==> src/rtl/bgr_pkg.sv <==
// Shared types and reset values for the bandgap start-up controller.
package bgr_pkg;

    typedef enum logic [2:0] {
        IDLE   = 3'd0,
        KICK   = 3'd1,
        SETTLE = 3'd2,
        CHECK  = 3'd3,
        READY  = 3'd4,
        FAIL   = 3'd5
    } bgr_state_t;

    localparam bgr_state_t RST_STATE = IDLE;
    localparam logic RST_PORST = 1'b0;
    localparam logic RST_READY = 1'b0;
    localparam logic RST_FAIL  = 1'b0;
    localparam logic RST_SYNC  = 1'b0;

    function automatic int max2(input int a, input int b);
        return (a > b) ? a : b;
    endfunction

endpackage

==> src/rtl/bgr_sync2.sv <==
// Two-flop synchronizer for the asynchronous vbg_ok comparator flag.
module bgr_sync2
    import bgr_pkg::*;
(
    input  logic clk,
    input  logic rst,
    input  logic d,
    output logic q
);

    logic meta;

    always_ff @(posedge clk) begin
        if (rst) begin
            meta <= RST_SYNC;
            q    <= RST_SYNC;
        end else begin
            meta <= d;
            q    <= meta;
        end
    end

endmodule

==> src/rtl/bgr_startup_ctrl.sv <==
// Bandgap start-up kick, settle, qualification and supervision FSM with bounded retries.
module bgr_startup_ctrl
    import bgr_pkg::*;
#(
    parameter int PULSE_CYCLES  = 16,
    parameter int SETTLE_CYCLES = 256,
    parameter int OK_CYCLES     = 8,
    parameter int DROP_CYCLES   = 4,
    parameter int MAX_RETRIES   = 3
) (
    input  logic clk,
    input  logic rst,
    input  logic en,
    input  logic vbg_ok,
    output logic porst,
    output logic bgr_ready,
    output logic bgr_fail,
    output logic [((MAX_RETRIES > 0) ? $clog2(MAX_RETRIES + 1) : 1)-1:0] retry_cnt
);

    localparam int RW   = (MAX_RETRIES > 0) ? $clog2(MAX_RETRIES + 1) : 1;
    localparam int MAXP = max2(max2(PULSE_CYCLES, SETTLE_CYCLES), max2(OK_CYCLES, DROP_CYCLES));
    localparam int CW   = $clog2(MAXP) + 1;

    localparam logic [CW-1:0] LD_PULSE  = CW'(PULSE_CYCLES - 1);
    localparam logic [CW-1:0] LD_SETTLE = CW'(SETTLE_CYCLES - 1);
    localparam logic [CW-1:0] LD_OK     = CW'(OK_CYCLES - 1);
    localparam logic [CW-1:0] LD_DROP   = CW'(DROP_CYCLES - 1);
    localparam logic [RW-1:0] RETRY_MAX = RW'(MAX_RETRIES);

    bgr_state_t    state, state_nxt;
    logic [CW-1:0] cnt, cnt_nxt;
    logic [RW-1:0] retry_nxt;
    logic          ok_s;
    logic          cnt_zero;

    bgr_sync2 u_sync (
        .clk (clk),
        .rst (rst),
        .d   (vbg_ok),
        .q   (ok_s)
    );

    assign cnt_zero = (cnt == '0);

    // One down-counter times every state; it is reloaded with (N-1) on each state entry.
    always_comb begin
        state_nxt = state;
        cnt_nxt   = cnt;
        retry_nxt = retry_cnt;
        if (!en) begin
            state_nxt = IDLE;
            cnt_nxt   = '0;
            retry_nxt = '0;
        end else begin
            case (state)
                IDLE: begin
                    state_nxt = KICK;
                    cnt_nxt   = LD_PULSE;
                end
                KICK: begin
                    if (cnt_zero) begin
                        state_nxt = SETTLE;
                        cnt_nxt   = LD_SETTLE;
                    end else begin
                        cnt_nxt = cnt - 1'b1;
                    end
                end
                SETTLE: begin
                    if (cnt_zero) begin
                        state_nxt = CHECK;
                        cnt_nxt   = LD_OK;
                    end else begin
                        cnt_nxt = cnt - 1'b1;
                    end
                end
                CHECK: begin
                    if (!ok_s) begin
                        if (retry_cnt < RETRY_MAX) begin
                            retry_nxt = retry_cnt + 1'b1;
                            state_nxt = KICK;
                            cnt_nxt   = LD_PULSE;
                        end else begin
                            state_nxt = FAIL;
                            cnt_nxt   = '0;
                        end
                    end else if (cnt_zero) begin
                        state_nxt = READY;
                        cnt_nxt   = LD_DROP;
                    end else begin
                        cnt_nxt = cnt - 1'b1;
                    end
                end
                READY: begin
                    if (ok_s) begin
                        cnt_nxt = LD_DROP;
                    end else if (cnt_zero) begin
                        state_nxt = KICK;
                        cnt_nxt   = LD_PULSE;
                        retry_nxt = '0;
                    end else begin
                        cnt_nxt = cnt - 1'b1;
                    end
                end
                FAIL: begin
                    state_nxt = FAIL;
                end
                default: begin
                    state_nxt = IDLE;
                    cnt_nxt   = '0;
                    retry_nxt = '0;
                end
            endcase
        end
    end

    // Outputs are decoded from the next state so they change on the transition edge.
    always_ff @(posedge clk) begin
        if (rst) begin
            state     <= RST_STATE;
            cnt       <= '0;
            retry_cnt <= '0;
            porst     <= RST_PORST;
            bgr_ready <= RST_READY;
            bgr_fail  <= RST_FAIL;
        end else begin
            state     <= state_nxt;
            cnt       <= cnt_nxt;
            retry_cnt <= retry_nxt;
            porst     <= (state_nxt == KICK);
            bgr_ready <= (state_nxt == READY);
            bgr_fail  <= (state_nxt == FAIL);
        end
    end

endmodule
==> config.mk <==
export PLATFORM = sky130hd
export DESIGN_NAME = bgr_startup_ctrl
export DESIGN_NICKNAME = d
export VERILOG_FILES = /design/src/rtl/bgr_pkg.sv /design/src/rtl/bgr_sync2.sv /design/src/rtl/bgr_startup_ctrl.sv
export SDC_FILE = /design/constraint.sdc
export NUM_CORES = 1
export LEC_CHECK = 0
export CAP_MARGIN = 5
export CORE_UTILIZATION = 25
export DETAILED_ROUTE_END_ITERATION = 7
export PLACE_DENSITY = 0.47
export SLEW_MARGIN = 40
export SYNTH_ARGS = -nofsm -noshare
export SYNTH_HDL_FRONTEND = slang
export SYNTH_SLANG_ARGS = --single-unit
==> constraint.sdc <==
create_clock -name clk -period 1.8 [get_ports clk]
set_input_delay 0.27 -clock clk [delete_from_list [all_inputs] [get_ports clk]]
set_output_delay 0.27 -clock clk [all_outputs]
set_load 0.05 [all_outputs]
* Yosys cells after proc, flatten, opt, wreduce, memory -nomap -nowiden
Cells that the tools add are included.
Widths: inputs -> output; s select.
** Storage, ports and cells
- Bits in registers :: 19
- Output and inout bits :: 5
- Logic and storage cells :: 52
** Operators by class
- Equal/unequal tests :: 12
- Bitwise operators :: 2
- $add $sub $neg :: 2
- Magnitude comparators :: 1
- Mux-type cells :: 22
- Reduce and logical (&&, ||, !) cells :: 5
** Operator list (number)
- $mux 9 :: 6
- $pmux 9 s6 :: 1
- $mux 3 :: 8
- $pmux 3 s6 :: 1
- $eq 3x3->1 const B :: 4
- $logic_not 9->1 :: 1
- $sub 9x1->9 const B :: 1
- $mux 2 :: 4
- $ne 2x2->1 const B :: 4
- $eq 3x1->1 const B :: 2
- $eq 3x2->1 const B :: 2
- $pmux 2 s3 :: 1
- $reduce_and 5->1 :: 1
- $mux 4 :: 1
- $reduce_or 4->1 :: 1
- $logic_not 3->1 :: 1
- $add 2x1->2 const B :: 1
- $lt 2x2->1 const B :: 1
- $not 1->1 :: 2
- $reduce_or 2->1 :: 1

* Longest topological paths before layout
- Word-level depth :: 6
- Depth in mapped cells :: 8
- Gate-level depth less buffers :: 7

* By module
Synthesis repeated with hierarchy kept, for this count alone.
** Unflattened totals
- Cells, all modules :: 171
- Area total of the unflattened synthesis :: 1491.4 µm²
** By module, submodules not included
- bgr_startup_ctrl :: area an instance 1438.9 µm², times used 1, sequential area each 340.3 µm², cells each 167
- bgr_sync2 :: area an instance 52.6 µm², times used 1, sequential area each 40.0 µm², cells each 4

* Least setup slack after synthesis
No wires, ideal clock.
- Path type :: register to register
- From :: register cnt[0]
- To :: register cnt[7]
- Data arrival time :: 1.736 ns
- Stages on the path, launching flop included :: 9
- Library setup time :: 0.117 ns
- Clock period less this slack :: 1.853 ns
- Buffers on the path :: 1
- Slack :: -0.053 ns
- Cell sequence :: dfxtp_1 -> inv_1 -> ha_1 -> or4b_4 -> nand2b_4 -> buf_6 -> a21oi_2 -> nor2_1 -> a22o_1
** On the way
- Longest elaborated chain between the ends :: 4
- Elaborated cells on any way between the ends :: 9
- Those cells by class :: 1 x add/sub; 7 x mux; 1 x reduce/logical
** Ends and longest elaborated chain
- from (decl) :: RTL line bgr_startup_ctrl.sv:32 : logic [CW-1:0] cnt, cnt_nxt;
- from (signal assigned) :: RTL line bgr_startup_ctrl.sv:128 : cnt <= cnt_nxt;
- $sub 9x1->9 / $logic_not 9->1 (equally long branches)
- $mux 9 (on tied branches) :: RTL line bgr_startup_ctrl.sv:97, bgr_startup_ctrl.sv:87
- $mux 9 (on tied branches) :: RTL line bgr_startup_ctrl.sv:95, bgr_startup_ctrl.sv:78
- $pmux 9 s6 * :: RTL line bgr_startup_ctrl.sv:56 : case (state)
Every way passes the cells marked *; elsewhere a longest branch is shown, timed or not.
A chain may end at the register's enable or synchronous reset.

* Worst setup path in the final report
Same ends and word-level chain as after synthesis.

==> flow_metrics.py <==
metrics = {
    "clocking": {
        "root_buffer": "clkbuf_8",
        "cts_sinks": 19,
        "h-tree-depth": 1,
        "cts_buffers": 3,
        "cts-hold-fix-buffers": 0,
        "clk_path_buf_depth": 2,
        "clk_pin_slew_ns": 0.08,
        "clk_latency_ns": 0.26,
        "cts_tree": "yes",
    },
    "finish": {
        "areaGrowthSynthToFinish_pct": 33.7,
        "final_cell_mix": "buf_4, dfxtp_1, nor2_1",
        "final_nets": 189,
        "final_common_cell": "buf_4",
        "stdcell_area_um2": 1660,
        "seq_area_um2": 383,
        "antenna_cells": 0,
        "multi_input_area_um2": 896,
        "drive_gt1_frac": 0.304,
        "num-fill-cells": 522,
    },
    "yosys": {
        "synthAdderAreaFrac": 0.0302,
        "ys.flop_type": "dfxtp_1",
        "yosys_warnings": 0,
        "synth_xor_area_frac": 0.0141,
        "syn-num-nets": 161,
        "syn_inst": 154,
        "synth_area_um2": 1240,
        "ys_seq_elements": 19,
        "yosys-mux-area-fraction": 0.00806,
        "synth_top_family_by_area": "simple AND/OR/NAND/NOR gates",
        "syn_area_per_cell_um2": 8.06,
        "synth_edf_count": 0,
        "ys_async_sr_fraction": 0,
        "ys_types": 49,
        "synth-simple-area-share": 0.324,
        "synth_compound_area_frac": 0.278,
        "yosysSeqAreaShare": 0.306,
    },
    "sta": {
        "hold_viol_final": 0,
        "tns_ns": -0.0522,
        "fmax_mhz": 550,
        "min_period_ns": 1.82,
        "timing.slew.headroom": 0.608,
        "min_period_over_period": 1.01,
        "clock_skew_ns": 0.0100,
        "tightestPinTransition_ns": 0.581,
        "finalMaxSlewViolations": 0,
        "rsz0062_at_grt": "true",
        "final-setup-viol-count": 5,
        "fin_ws_ns": -0.0195,
    },
    "routing": {
        "drt_wl_total_mm": 3.36,
        "route.detailed.drc": 0,
        "route.detailed.wl_per_inst_um": 13.6,
        "dr.pass1.iters": 4,
        "vias": 1243,
        "via_per_inst": 5.01,
        "drtIter0Drc": 40,
        "ant_nets": 0,
    },
    "power": {
        "pwr-share-seq": 0.430,
        "internal_power_uw": 730,
        "p_leak_uw": 0.000638,
        "pwr-share-clk": 0.291,
        "p_sw_frac": 0.305,
        "power_frac_comb": 0.279,
        "worst_ir_drop_vdd_v": 0.000276,
        "p_switching_uw": 321,
        "report.power.total_uw": 1050,
        "powerDensity_nw_per_um2": 633,
    },
    "flow_run": {
        "maxCapViolations": 0,
    },
    "grt": {
        "grtUsageTotal": 0.147,
        "grt-ovfl-total": 0,
        "grt_pass1_vias": 1242,
        "grt_pass1_wl_mm": 6.00,
        "antenna_found_initial": 0,
        "grt_max_degree": 14,
    },
    "placement": {
        "dp.final_hpwl_mm": 2.49,
        "portBuffers": 8,
        "place.gp.congestion": 0.777,
        "placed_area_um2": 1550,
    },
    "floorplan": {
        "die_y_um": 72.5,
        "core_area_um2": 4750,
        "num_rows": 25,
        "die_w_um": 72.5,
        "initial_utilization": 0.261,
        "die_area_um2": 5250,
        "io_pins": 9,
    },
    "hold_path": {
        "hold_end": "u_sync.q$_SDFF_PP0_",
        "whs_path_depth": 1,
        "worst_hold_startpoint": "u_sync.meta$_SDFF_PP0_",
        "hp-class": "reg -> reg",
    },
    "setup_path": {
        "cp_max_fo": 5,
        "cp.arrival_ns": 1.98,
        "ff2ff_path_depth": 7,
        "r2r_slack_ns": -0.02,
        "crit_type": "reg -> reg",
        "required_ns": 1.96,
        "rr_endpoint": "cnt[7]$_SDFFE_PP0N_",
        "regToRegStartpoint": "cnt[0]$_SDFFE_PP0N_",
        "start_kind": "flop",
        "crit_path_end_kind": "flop",
    },
    "run_status": {
        "status": "complete, but fails checks",
        "violations": "negative setup slack",
    },
}
-- worst max-delay path, cell delays in order (launching register included) --
cell	delay [ns]
dfxtp_2	0.33
inv_2	0.07
ha_4	0.12
or4b_4	0.51
nand2b_4	0.22
a21oi_4	0.21
nor2_2	0.05
a22o_1	0.21
-- Yosys cell counts, drive strengths merged, types with 3 or more instances --
master	n	area share
dfxtp	19	0.31
a21o	4	0.024
nand2b	11	0.061
nor3	5	0.020
ha	3	0.030
a211oi	4	0.028
o21ai	11	0.047
clkbuf	7	0.021
a31oi	5	0.025
a21oi	13	0.055
nand2	10	0.030
o22ai	3	0.015
inv	3	0.0091
nor2b	5	0.025
nand3	8	0.032
nor2	13	0.045
-- metrics by stage --
step / setup slack [ns] / hold WS, ns / utilization / std cells
floorplan: -0.0324 / 0.342 / - / 154
global placement: -0.000921 / 0.431 / 0.326 / 242
detailed placement: -0.0523 / 0.445 / 0.326 / 242
CTS: -0.0178 / 0.461 / 0.338 / 248
global route: -0.101 / 0.468 / 0.349 / 248
finish: -0.0195 / 0.457 / 0.349 / 248
-- power by group through the flow --
stage                     Sequential, uW  Combinational, uW  Clock (uW)
final                                452                294         305
after global placement               461                261           0
after CTS                            451                276         317
after floorplan                      465                176           0
after global routing                 454                323         337
after detailed placement             461                265           0
-- logic make-up after synthesis --
group | Yosys count
buffers and inverters | 11
AO/OA/AOI/OAI | 51
AND/OR/NAND/NOR | 67
adder cells (fa/ha/maj) | 3
XOR/XNOR | 2
multiplexers | 1
flip-flops | 19
-- layer usage --
metal,vias to the layer above,global-route usage,routed length [um]
li1,625,-,-
met1,592,0.201,1670
met2,22,0.227,1520
met3,4,0.0319,132
met4,0,0.0479,42
met5,-,0,0
-- state kept, by name, summed over array words and instances (netlist names) --
| register | flops |
|---|---|
| u_sync.q | 1 |
| state | 3 |
| bgr_fail | 1 |
| u_sync.meta | 1 |
| cnt | 9 |
| porst | 1 |
| bgr_ready | 1 |
| retry_cnt | 2 |
-- repair_timing --
item                                    CTS  global route
gates resized for setup                   0            11
endpoints found under the setup margin    6            14
pin swaps                                 2             6
cloned                                    1             0
setup buffers                             1             0
-- how the worst max path moves through the flow --
stage	from	endpoint	slack (ns)	cells after the start
after floorplan	cnt[1]$_SDFFE_PP0N_	bgr_fail$_SDFF_PP0_	-0.03	8
after global placement	cnt[1]$_SDFFE_PP0N_	bgr_fail$_SDFF_PP0_	-0.0009	7
after detailed placement	cnt[1]$_SDFFE_PP0N_	bgr_fail$_SDFF_PP0_	-0.05	7
after CTS	cnt[1]$_SDFFE_PP0N_	bgr_fail$_SDFF_PP0_	-0.02	7
after global routing	cnt[1]$_SDFFE_PP0N_	cnt[3]$_SDFFE_PP0N_	-0.10	7
final	cnt[0]$_SDFFE_PP0N_	cnt[7]$_SDFFE_PP0N_	-0.02	7
-- cell type report --
type / count / area share
clock buffers: 4 / 0.0271
flip-flops and latches: 19 / 0.231
multi-input cells: 125 / 0.540
repair buffers: 30 / 0.145
well taps: 67 / 0.0505
inverters: 3 / 0.00679
Power figures use the tool's default switching activity.
==> RTL edit 1, RTL diff (config.mk and constraints unchanged) <==
Change the parameter `DROP_CYCLES` from 4 to 8.
--- a/src/rtl/bgr_startup_ctrl.sv
+++ b/src/rtl/bgr_startup_ctrl.sv
@@ -6,5 +6,5 @@
     parameter int SETTLE_CYCLES = 256,
     parameter int OK_CYCLES     = 8,
-    parameter int DROP_CYCLES   = 4,
+    parameter int DROP_CYCLES   = 8,
     parameter int MAX_RETRIES   = 3
 ) (
Behaviour: no difference found for any inputs over 10 cycles, from zero or initial values and one cycle with rst high; that may be too few to reach the edited logic, so the function may still have changed.
==> RTL edit 1 against the unedited design <==
The flow still finishes with violations (setup timing); sequential cell count stayed put; worst setup slack worse by 0.015 ns; hold slack worse by 0.018 ns; sequential share of layout area is 1.9 points higher; critical path depth stayed put; final area is 7.8% lower; synthesized cell count is 7.1% lower; synthesized area is 9.7% lower; wire length is 15% lower; total power is 2.7% lower; first-iteration DRC count is 28% lower; largest cell class unchanged; largest power group unchanged; highest routed layer unchanged.
==> RTL edit 1: results (changes against the unedited design) <==
The flow ran to the end, but the final reports show violations. The final reports fail on setup timing. The buffer share of cell area is 18.81% (+4.3 points).

The worst clock skew was 0.002292 ns (-0.007755 ns). The layout filler cell count came out at 441 (-16%). The tightest min-delay check is of the register to register type. The most critical setup path has its startpoint at cnt[0]$_SDFFE_PP0N_. The aggregate routed wire length is 2.873 mm (-15%), and the leakage component of the power is 0.0006302 uW (-1.3%). The HPWL after detailed placement was 2.173 mm (-13%); the number of nets in the layout was 183 (-3.2%).

For the routability congestion estimate from global placement, the log shows 0.7893 (+1.5%). The worst slack at placement came out at -0.01976 ns (+0.03250 ns). The path with the worst hold slack has its endpoint at u_sync.q$_SDFF_PP0_. The global routing usage summed across all routing layers came out at 14.12% (-0.54 points).

The clock network contribution to total cell area is 2.944% (+0.23 points). For the initial DRC count, the log shows 29 (-28%). The number of antenna violations at the first check in global routing is 0 (unchanged). The arrival time reported for the critical path endpoint was 2.03 ns (+0.05 ns); the first-pass GRT wire length was 4.968 mm (-17%). The run gives 150 (-6.8%) as the net count of the mapped netlist. The run gives 18.71% (-1.4 points) as the global-route track usage on met1.

For the worst-case vdd ir drop, the log shows 0.0002680 V (-3.0%). The fraction of final layout cells sized beyond drive strength 1 came out at 28.00% (-2.4 points). The clock buffer count from CTS came out at 3 (unchanged). Top cell family by delay on the critical path: simple AND/OR/NAND/NOR gates. The number of iterations in the first detailed-routing pass was 6 (+2). The run gives 15 (+1) as the pin count of the biggest net entering global routing. The worst-path maximum fanout is 4 (-1). The share of cell area taken by flip-flops and latches works out to 25.02% (+1.9 points). The tools report the H-tree level count as 1 (unchanged). The met3 usage was 2.467% (-0.73 points). Number of synthesis warnings: 0 (unchanged). In this design, the stage delay of the slowest critical-path cell is 0.52 ns. The non-clock inverter instance count of the final layout is 6 (+3).

The pin slew with the least headroom to its limit works out to 0.4977 ns (-0.08367 ns). The logs give 22.45% (-0.29 points) for the met2 routing resource usage after global routing and 111 (-11%) for the multi-input combinational cell count. In the synthesized netlist, the cells that appear most often are 19 x sky130_fd_sc_hd__dfxtp_1, 16 x sky130_fd_sc_hd__nand2_1, 14 x sky130_fd_sc_hd__nor2_1. The number of library cell types mapped by synthesis is 46 (-6.1%), and the number of gates resized after cts is 2 (+2).

Launch instance of the worst min-delay path: u_sync.meta$_SDFF_PP0_. The slack of the critical path is -0.03431 ns (-0.01480 ns), and the count of cells along the worst register-to-register path is 7 (unchanged). For the register area share after synthesis, the log shows 33.93% (+3.3 points). End point of the critical path: bgr_ready$_SDFF_PP0_. The run gives 1 (-4) as the number of endpoints failing setup at the final stage. The vias per cell is 5.062 (+1.0%), and the layout buffer count excluding clock buffers is 35 (+17%). The run gives 0.26 ns (about the same) as the worst-skew pair later-pin latency.

Count of buffers added by post-CTS timing repair for setup: 0 (-1). The tools report the total negative setup slack as -0.03431 ns (+0.01794 ns). By area the synthesized netlist is led by sky130_fd_sc_hd__dfxtp_1 34%, sky130_fd_sc_hd__nand2_1 5.4%, sky130_fd_sc_hd__nor2_1 4.7%. The fraction of area in multi-input gates came out at 47.67% (-6.3 points). The count of cells along the worst hold path was 1 (unchanged).
[RTL edit 1: logic make-up after synthesis]
kind of cell	share of synthesized area [%]
mux	1.786
flops	33.93
xor+xnor	2.344
simple gates	32.92
buf+inv	4.464
fa+ha+maj	3.349
compound gates	21.21
[RTL edit 1: metal layers]
metal	routed length [um]	share of wire, %
met1	1458	51
met2	1306	45
met3	60	2.1
met4	48	1.7
met5	0	0
[RTL edit 1: power breakdown]
group / internal, uW / switching [uW] / total (uW) / leakage (uW)
combinational: 127 / 131 / 258 / 0.000452
clock: 158 / 155 / 313 / 0.0000228
sequential: 436 / 15.2 / 451 / 0.000156
[RTL edit 1: metrics by stage]
stage	instances	hold slack [ns]	instance area [um^2]	total power, uW
after floorplan	143	0.3416	1129	603.8
after global placement	219	0.4151	1429	691.2
after detailed placement	219	0.4231	1429	693.9
after CTS	223	0.4409	1483	1009
after global routing	225	0.4879	1530	1071
final	225	0.4394	1530	1022
==> RTL edit 2, RTL diff (same settings) <==
Without the edit above. Make the reset (`rst`) asynchronous in 2 clocked blocks.
--- a/src/rtl/bgr_sync2.sv
+++ b/src/rtl/bgr_sync2.sv
@@ -11,5 +11,5 @@
     logic meta;
 
-    always_ff @(posedge clk) begin
+    always_ff @(posedge clk or posedge rst) begin
         if (rst) begin
             meta <= RST_SYNC;
--- a/src/rtl/bgr_startup_ctrl.sv
+++ b/src/rtl/bgr_startup_ctrl.sv
@@ -116,5 +116,5 @@
 
     // Outputs are decoded from the next state so they change on the transition edge.
-    always_ff @(posedge clk) begin
+    always_ff @(posedge clk or posedge rst) begin
         if (rst) begin
             state     <= RST_STATE;
Check against the original RTL: differs if rst is asserted again (counterexample within 4 cycles, from zero or initial values and one cycle with rst high); with rst held inactive, the same outputs for 10 cycles.
==> RTL edit 2 against the unedited design <==
Utilization shrank 0.62 points; sequential share of layout area grew 4.3 points; synthesized area increased by 6.5%; sequential cell count did not move; worst setup slack improved by 0.032 ns; wire length up 0.36%; final area grew 5.5%.
Power is not compared: it rests on default switching activity, and its combinational part moved more than twofold at a synthesized area within 25%.
==> RTL edit 2: results (changes against the unedited design) <==
The flow ran to the end, and the final reports show no timing, DRC or antenna violations. The first-pass GRT wire length is 5.568 mm (-7.2%), and the HPWL after detailed placement is 2.531 mm (+1.4%). The aggregate routed wire length was 3.376 mm (+0.36%). After synthesis, the most frequently instantiated cells are 19 x sky130_fd_sc_hd__dfrtp_1, 14 x sky130_fd_sc_hd__nand2_1. The post-synthesis async set-or-reset flop share was 100.0% (+100 points).

By area the synthesized netlist is led by sky130_fd_sc_hd__dfrtp_1 36%, sky130_fd_sc_hd__nand2_1 4.0%, sky130_fd_sc_hd__a21oi_1 3.0%. The arrival time reported for the critical path endpoint was 1.93 ns (-0.05 ns); the synthesized-area fraction occupied by xor and xnor cells was 1.989% (+0.58 points). The tools report the number of iterations in the first detailed-routing pass as 4 (unchanged). The run gives 0.01 ns (+0.03 ns) as the worst reg-to-reg setup slack. The run gives 1653 um^2 (+6.8%) as the instance area after placement. The final antenna diode count is 0 (unchanged), and the count of cells along the worst register-to-register path is 7 (unchanged). The end point of the critical path is bgr_ready$_DFF_PP0_. The register area share after synthesis is 35.98% (+5.3 points), and the global routing usage summed across all routing layers is 13.14% (-1.5 points). The cell at the root of the clock tree was sky130_fd_sc_hd__clkbuf_8. The analysis attributes to cell leakage a power of 0.0007555 uW.

The tools report the number of antenna violations at the first check in global routing as 0 (unchanged). The placed instance count came out at 243 (+0.41%). Mux share of post-synthesis cell area: 0% (-0.81 points). The run gives 53 (+8.2%) as the number of library cell types mapped by synthesis. The worst clock skew was 0.001131 ns (-0.008916 ns); the clock buffer count from CTS was 3 (unchanged). The number of buffers on the longest clock path is 2 (unchanged), and the pin slew with the least headroom to its limit is 0.5047 ns (-0.07667 ns). The pin count of the biggest net entering global routing came out at 20 (+6).

The tools report the worst-case vdd ir drop as 0.0004932 V. The largest registers in the layout are cnt x9, state x3, retry_cnt x2. The run gives 148 (-3.9%) as the gate count after technology mapping.

The worst-path maximum fanout came out at 5 (unchanged). The layout filler cell count was 541 (+3.6%). The path class of the tightest hold or removal check is input port to async pin. Initial DRC count: 68 (+70%). The number of synthesis warnings is 0 (unchanged), and the count of placed standard cells in the final layout, fillers left out is 251 (+1.2%).

The worst-skew pair later-pin latency is 0.25 ns. In the synthesized netlist the dominant register cell turns out to be sky130_fd_sc_hd__dfrtp_1. Clock-pin slew was measured on the worst setup and hold paths at 0.07 ns. The launch instance of the worst register-to-register path is cnt[0]$_DFFE_PP0P_.

Vias after detailed routing: 1224 (-1.5%). The number of buffer cells added on primary ports is 8 (unchanged), and the H-tree level count is 1 (unchanged). The tools report the kind of start point of the critical path as a register. The number of nets in the layout came out at 188 (-0.53%). The area fraction in compound gates after synthesis is 28.22% (+0.40 points). Finished layout cell area: 1750 um^2 (+5.5%).

The fraction of final layout cells sized beyond drive strength 1 was 30.39% (unchanged). The adder-cell share of the synthesized area came out at 1.894% (-1.1 points). The tools report the routability congestion estimate from global placement as 0.8909 (+15%).
RTL edit 2: changes by cell type in the layout (fill, tap and decap cells not counted), sizes merged, moves of 9 or more:
| cell | change |
|---|---|
| dfrtp | +19 |
| dfxtp | -19 |
| nand2b | -10 |
| buf | +9 |
RTL edit 2: how the worst min path moves through the flow:
stage                              end  slack, ns  cells after the start
finish              cnt[7]$_DFFE_PP0P_       0.35                      3
global route        cnt[7]$_DFFE_PP0P_       0.37                      3
CTS                 cnt[7]$_DFFE_PP0P_       0.35                      3
detailed placement  u_sync.q$_DFF_PP0_       0.35                      0
global placement    u_sync.q$_DFF_PP0_       0.33                      0
floorplan           bgr_fail$_DFF_PP0_       0.22                      1
RTL edit 2: cell families (layout without fill, tap and decap cells):
logic type | Yosys count | count (layout)
xor+xnor | 3 | 3
buf+inv | 19 | 52
flops | 19 | 19
compound gates | 50 | 50
fa+ha+maj | 2 | 2
simple gates | 55 | 55
RTL edit 2: worst max-delay path, stage by stage, from the launching register on:
cell and delay (ns):
sky130_fd_sc_hd__dfrtp_1 0.39, sky130_fd_sc_hd__inv_2 0.09, sky130_fd_sc_hd__ha_4 0.14, sky130_fd_sc_hd__nor4b_4 0.24, sky130_fd_sc_hd__buf_6 0.16, sky130_fd_sc_hd__a21oi_2 0.05, sky130_fd_sc_hd__a221o_2 0.39, sky130_fd_sc_hd__o21ba_2 0.21
RTL edit 2: power by group:
| part | internal [uW] | switching (uW) |
|---|---|---|
| clock | 157 | 138 |
| combinational | 400 | 399 |
| sequential | 482 | 71.2 |
RTL edit 2: per-stage QoR:
| stage | hold slack (ns) | worst slack, ns | total power (uW) |
|---|---|---|---|
| global route | 0.3729 | -0.06293 | 1761 |
| CTS | 0.3549 | 0.004569 | 1617 |
| floorplan | 0.2210 | 0.01545 | 1013 |
| global placement | 0.3328 | 0.02744 | 1278 |
| finish | 0.3468 | 0.01262 | 1649 |
| detailed placement | 0.3459 | -0.02376 | 1286 |
RTL edit 2: area by class of cell:
class / count / share of cell area (%)
multi-input cells: 110 / 45.10
flip-flops and latches: 19 / 27.38
repair buffers: 40 / 18.23
well taps: 70 / 5.004
clock buffers: 4 / 2.573
inverters: 8 / 1.716
RTL edit 2: metal layers:
layer	vias to the layer above	GRT usage (%)	wire [um]
li1	625	-	-
met1	578	17.45	1633
met2	19	21.82	1631
met3	2	2.811	90
met4	0	3.145	20
met5	-	0	0
RTL edit 2: what timing repair did:
| item | 4_1_cts | 5_1_grt |
|---|---|---|
| gates cloned | 0 | 1 |
| setup buffers | 0 | 3 |
| endpoints found under the setup margin | 2 | 9 |
| pin swaps | 1 | 1 |
| resized for setup | 3 | 4 |
